File: src/rtl/rgd_rr_scheduler_if.sv
// rtl/rgd_rr_scheduler_if.sv - r/g/d handshake bundle between requesters and the round-robin scheduler
interface rgd_rr_scheduler_if #(
    parameter int N    = 4,
    parameter int W_ID = 2
);
    logic [N-1:0]    r;
    logic [N-1:0]    d;
    logic [N-1:0]    g;
    logic            busy;
    logic [W_ID-1:0] owner;
    logic            timeout;

    modport master (
        output r,
        output d,
        input  g,
        input  busy,
        input  owner,
        input  timeout
    );

    modport slave (
        input  r,
        input  d,
        output g,
        output busy,
        output owner,
        output timeout
    );
endinterface

File: src/rtl/rgd_rr_scheduler.sv
// rtl/rgd_rr_scheduler.sv - N-way round-robin request/grant/done scheduler
// Optional grant watchdog enabled by defining GRANT_TIMEOUT_EN.
module rgd_rr_scheduler #(
    parameter int N           = 4,
    parameter int W_ID        = 2,
    parameter int TIMEOUT_CYC = 255
) (
    input logic               clk,
    input logic               rst,
    rgd_rr_scheduler_if.slave bus
);
    typedef enum logic [1:0] {
        IDLE    = 2'd0,
        GRANT   = 2'd1,
        RELEASE = 2'd2
    } state_t;

    // A misconfigured instance never grants instead of misbehaving silently.
    localparam bit CFG_OK = (N >= 2) && (N <= 16) && (W_ID == $clog2(N)) &&
                            (TIMEOUT_CYC >= 1) && (TIMEOUT_CYC <= 65535);
    localparam logic [W_ID-1:0] LAST_RST = W_ID'(N - 1);

    state_t          state;
    logic [N-1:0]    g_q;
    logic            busy_q;
    logic [W_ID-1:0] owner_q;
    logic [W_ID-1:0] last_q;
    logic            timeout_q;

    logic [W_ID-1:0] pick;
    logic [W_ID-1:0] cand;
    logic            any_req;
    logic            grant_req;
    logic            owner_r;
    logic            owner_d;

`ifdef GRANT_TIMEOUT_EN
    localparam logic [15:0] TO_LAST = 16'(TIMEOUT_CYC - 1);
    logic [15:0] cnt;
`endif

    // Walk last+N down to last+1 so the final hit is the first set bit after last.
    always_comb begin
        pick    = '0;
        cand    = '0;
        any_req = 1'b0;
        for (int i = N; i >= 1; i--) begin
            cand = W_ID'((int'(last_q) + i) % N);
            if (bus.r[cand]) begin
                pick    = cand;
                any_req = 1'b1;
            end
        end
    end

    assign grant_req = any_req & CFG_OK;
    assign owner_r   = bus.r[owner_q];
    assign owner_d   = bus.d[owner_q];

    always_ff @(posedge clk or posedge rst) begin
        if (rst) begin
            state     <= IDLE;
            g_q       <= '0;
            busy_q    <= 1'b0;
            owner_q   <= '0;
            last_q    <= LAST_RST;
            timeout_q <= 1'b0;
`ifdef GRANT_TIMEOUT_EN
            cnt       <= '0;
`endif
        end else begin
            timeout_q <= 1'b0;
            case (state)
                IDLE: begin
                    g_q <= '0;
                    if (grant_req) begin
                        g_q     <= N'(1) << pick;
                        owner_q <= pick;
                        last_q  <= pick;
                        busy_q  <= 1'b1;
                        state   <= GRANT;
`ifdef GRANT_TIMEOUT_EN
                        cnt     <= '0;
`endif
                    end
                end
                GRANT: begin
                    // An abort (r dropped without d) releases exactly like done.
                    if (owner_d || !owner_r) begin
                        g_q   <= '0;
                        state <= RELEASE;
                    end
`ifdef GRANT_TIMEOUT_EN
                    else if (cnt == TO_LAST) begin
                        g_q       <= '0;
                        timeout_q <= 1'b1;
                        state     <= RELEASE;
                    end else begin
                        cnt <= cnt + 16'd1;
                    end
`endif
                end
                RELEASE: begin
                    g_q <= '0;
                    if (!owner_r && !owner_d) begin
                        busy_q <= 1'b0;
                        state  <= IDLE;
                    end
                end
                default: begin
                    g_q    <= '0;
                    busy_q <= 1'b0;
                    state  <= IDLE;
                end
            endcase
        end
    end

    assign bus.g       = g_q;
    assign bus.busy    = busy_q;
    assign bus.owner   = owner_q;
    assign bus.timeout = timeout_q;
endmodule

File: src/flat_wrapper.sv
// flat-port wrapper written by rule: the top's interface ports become plain ports
module rgd_rr_scheduler_flat 
#(
    parameter int N           = 4,
    parameter int W_ID        = 2,
    parameter int TIMEOUT_CYC = 255
)
  (clk, rst, bus_r, bus_d, bus_g, bus_busy, bus_owner, bus_timeout);
  rgd_rr_scheduler_if #(.N(N), .W_ID(W_ID)) bus_i ();
  input logic clk;
  input logic rst;
  input wire logic [$bits(bus_i.r)-1:0] bus_r;
  input wire logic [$bits(bus_i.d)-1:0] bus_d;
  output wire logic [$bits(bus_i.g)-1:0] bus_g;
  output wire logic [$bits(bus_i.busy)-1:0] bus_busy;
  output wire logic [$bits(bus_i.owner)-1:0] bus_owner;
  output wire logic [$bits(bus_i.timeout)-1:0] bus_timeout;
  assign bus_i.r = bus_r;
  assign bus_i.d = bus_d;
  assign bus_g = bus_i.g;
  assign bus_busy = bus_i.busy;
  assign bus_owner = bus_i.owner;
  assign bus_timeout = bus_i.timeout;
  rgd_rr_scheduler #(.N(N), .W_ID(W_ID), .TIMEOUT_CYC(TIMEOUT_CYC)) u_core (.clk(clk), .rst(rst), .bus(bus_i));
endmodule
File: config.mk
export PLATFORM = sky130hd
export DESIGN_NAME = rgd_rr_scheduler_flat
export DESIGN_NICKNAME = d
export VERILOG_FILES = /design/src/rtl/rgd_rr_scheduler_if.sv /design/src/rtl/rgd_rr_scheduler.sv /design/src/flat_wrapper.sv
export SDC_FILE = /design/constraint.sdc
export NUM_CORES = 1
export LEC_CHECK = 0
export ABC_AREA = 1
export CELL_PAD_IN_SITES_DETAIL_PLACEMENT = 0
export CELL_PAD_IN_SITES_GLOBAL_PLACEMENT = 1
export CORE_ASPECT_RATIO = 0.8
export CORE_UTILIZATION = 30
export DETAILED_ROUTE_END_ITERATION = 10
export PLACE_DENSITY = 0.79
export SLEW_MARGIN = 40
export SYNTH_ARGS = -nofsm -noshare
export SYNTH_HDL_FRONTEND = slang
export SYNTH_SLANG_ARGS = --single-unit
File: constraint.sdc
create_clock -name clk -period 3.45 [get_ports clk]
set_input_delay 1.035 -clock clk [delete_from_list [all_inputs] [get_ports clk]]
set_output_delay 1.035 -clock clk [all_outputs]
set_load 0.05 [all_outputs]
==> results of run 1 <==
==> power groups by stage <==
stage                     sequential (mW)  combinational (mW)  clock, mW
after global placement              0.242               0.687          0
after floorplan                     0.323               0.454          0
final                               0.241               0.686     0.0833
after CTS                           0.241               0.691     0.0859
after global routing                0.250               0.777     0.0939
after detailed placement            0.244               0.689          0
==> registers in the layout, indices dropped and copies added, names as in the netlist <==
name,count
u_core.bus.g,4
u_core.bus.owner,2
u_core.state,2
u_core.bus.busy,1
u_core.last_q,2
==> cell type report <==
cell class,instances,area (um2)
fill,263,1450
sequential,11,278
clock buffer,4,26.3
timing repair buffer,16,160
multi-input combinational,88,442
inverter,16,61.3
tap,36,45.0
==> cells in the mapped netlist, types with 2 or more instances <==
master and n:
nand2_1 43, nand2_2 14, inv_1 13, nand3_1 13
dfrtp_1 9, o21ai_1 5, nand4_1 3, dfstp_2 2
nand3_2 2, nor2_1 2
==> cell usage in the layout, fill, tap and decap left out, drive strengths merged, types with 3 or more instances in the layout <==
| cell | instances |
|---|---|
| nand4 | 3 |
| nand3 | 15 |
| clkbuf | 4 |
| inv | 14 |
| nor2 | 4 |
| dfrtp | 9 |
| clkdlybuf4s50 | 16 |
| o21ai | 5 |
| nand2 | 57 |
==> worst register-to-register path, cell delays in order, from the launching register on <==
cell      delay [ps]
dfstp_2          600
inv_2            120
nand2_1           90
nand2_2           60
nand2_1          100
nand2_2           80
clkinv_2          60
nand2_1           40
nand2_1          110
nand2_2           80
nand2_1           80
o21ai_1           60
==> stage by stage <==
stage               cell area [um2]  power (mW)  hold WS (ps)  instances  util [%]
floorplan                       788       0.777           548        116         -
global placement                986       0.929           466        167      40.0
detailed placement              986       0.933           466        167      40.0
CTS                            1010        1.02           485        171      41.1
global route                   1010        1.12           515        171      41.1
finish                         1010        1.01           479        171      41.1
==> worst max-delay path by stage <==
stage | to | slack [ps] | cells past startpoint
6_report | bus_owner[0] | 910 | 1
5_1_grt | bus_owner[0] | 860 | 1
4_1_cts | bus_owner[0] | 910 | 1
3_5_place_dp | u_core.bus.owner[0] | 990 | 12
3_3_place_gp | u_core.bus.owner[0] | 970 | 12
2_1_floorplan | u_core.bus.busy | 1610 | 9
==> metal layers <==
metal  vias up  wire (um)  part of all wire, %
li1        398          -                    -
met1       339        922                   53
met2        11        762                   44
met3         0         49                  2.8
met4         0          0                    0
met5         -          0                    0
==> cell families (layout without fill, tap and decap cells) <==
kind of cell,after synthesis,after routing
and+or+nand+nor,79,79
buffers and inverters,17,36
DFF,11,11
AOI/OAI and AO/OA,8,8
other,1,1
==> out/results.ini, run 1 <==
[outcome]
status=complete, no violations

[clock_tree]
cts_setup_buffers=0
cts_tree=done
htreeDepth=1
postCtsHoldBufs=0
clk_pin_slew_ps=70
clk_path_buf_depth=2
post_cts_resized=0
clk_latency_ps=260
numCtsBuffers=3
cts_root_buf=clkbuf_4
cts_sinks=11

[route]
wl_per_cell_um=10.1
route.vias.total=748
drt_first_pass_iters=4
drtIter0Drc=31
finalWirelength_um=1730
drc=0
postRouteAntennaNets=0
vias_per_cell=4.37

[synthesis]
ys.flop_type=dfrtp_1
synth_top_area_share_pct=28.6
synthArstFlopShare_pct=100
synth-simple-area-share_pct=47.9
synth-seq-cells=11
yosysTopAreaCell=dfrtp_1
avgSynthCellArea_um2=6.80
ys_warn_count=0
synth-xor-area-share_pct=0
synth_compound_area_share_pct=7.62
muxShareOfSynthArea_pct=0
synth_cell_type_count=20
seq_area_frac_synth_pct=35.2
synth_nets=126
synth_fa_ha_area_share_pct=0
yosys-top-cells-area=dfrtp_1, nand2_1, nand2_2
synth_edf_count=0
synthCells=116
synth_top_family_by_area=simple AND/OR/NAND/NOR gates
syn_area_um2=788

[hold_path]
hold_depth=2
min_to=u_core.bus.g[0]
min_from=u_core.bus.g[0]
hp-class=flop to flop

[setup_path]
crit_path_end_kind=output pin
timing.rr.end=u_core.bus.owner[0]
cp-startpoint=u_core.bus.owner[0]
rr_worst_depth=11
cp.required_ps=2410
worst-path-max-fanout=6
slowest_stage=clkdlybuf4s50_1
cpPeakStageDelay_ps=830
cp_data_arrival_time_ps=1510
worstSetupPathType=flop to output pin
path_cells=clkdlybuf4s50_1
critPathTopFamily=buffers and inverters
r2r_start=u_core.last_q[0]
crit_buf_inv=1
worstSetupStartpointType=flop
rrSetupSlack_ps=1860

[sta]
maxSlewViolCount=0
post-route-period-util_pct=73.7
setup_tns_ps=0
setup_viol=0
setup_slack_ps=906
clock_skew_ps=4.58
clock.fmax_mhz=393
worstMarginPinSlew_ps=502
rsz0062_at_grt=false
hold_violations=0
min_period_ps=2540
slew_headroom_pct=66.4

[placed_design]
routabilityCongestion=0.758
io_buffers=16
hpwl_um=1440
pre_cts_ws_ps=988

[power_and_ir_drop]
p_comb_share_pct=67.9
clkPwrFrac_pct=8.2
p_sw_share_pct=53.6
switchingPower_mw=0.542
p_leak_nw=0.531
p_int_mw=0.469
p_seq_share_pct=23.9
power_density_nw_per_um2=998
ir_worst_vdd_mv=0.283

[global_routing]
antenna_found_initial=0
gr-usage-met3_pct=3.51
track_usage_pct=14.3
busiest_layer=met2
grt_pass1_wl_um=3000
met2_usage_pct=22.5
grtUsageMet1_pct=20.6
grt_max_degree=12
grt_pass1_vias=673
grt_overflow=0

[die]
die_w_um=59.3
ios=18
fp.dieH_um=47.8
start_util_pct=32.0
dieArea_um2=2840
coreArea_um2=2460
row_count=16

[cells_and_area]
post_route_cells_drive_above_1_share_pct=20.0
n_antenna_cell=0
final_nets=146
areaGrowthSynthToFinish_pct=28.4

[flow_run]
max_cap_violations=0

Power figures use the tool's default switching activity.
==> run 2: changes to the inputs <==
==> constraint.sdc (replaced) <==
create_clock -name clk -period 2.45 [get_ports clk]
set_input_delay 0.735 -clock clk [delete_from_list [all_inputs] [get_ports clk]]
set_output_delay 0.735 -clock clk [all_outputs]
set_load 0.05 [all_outputs]
==> results of run 2 <==
The final DEF is identical to that of run 1. Status: complete, no violations.
Main changes from that run: setup slack after placement 988 ps -> 288 ps; setup slack after layout 906 ps -> 206 ps; register-to-register setup slack 1860 ps -> 860 ps; total power 1.01 mW -> 1.42 mW; worst IR drop on VDD 0.283 mV -> 0.399 mV
==> run 3: changes to the inputs <==
--- a/config.mk
+++ b/config.mk
@@ -6,6 +6,7 @@
 export NUM_CORES = 1
 export LEC_CHECK = 0
 export ABC_AREA = 1
+export ABC_CLOCK_PERIOD_IN_PS = 2450
 export CELL_PAD_IN_SITES_DETAIL_PLACEMENT = 0
 export CELL_PAD_IN_SITES_GLOBAL_PLACEMENT = 1
 export CORE_ASPECT_RATIO = 0.8
==> results of run 3 <==
The final DEF is identical to that of run 1. Status: complete, no violations.
Main changes from that run: setup slack after placement 988 ps -> 288 ps; setup slack after layout 906 ps -> 206 ps; register-to-register setup slack 1860 ps -> 860 ps; total power 1.01 mW -> 1.42 mW; worst IR drop on VDD 0.283 mV -> 0.399 mV
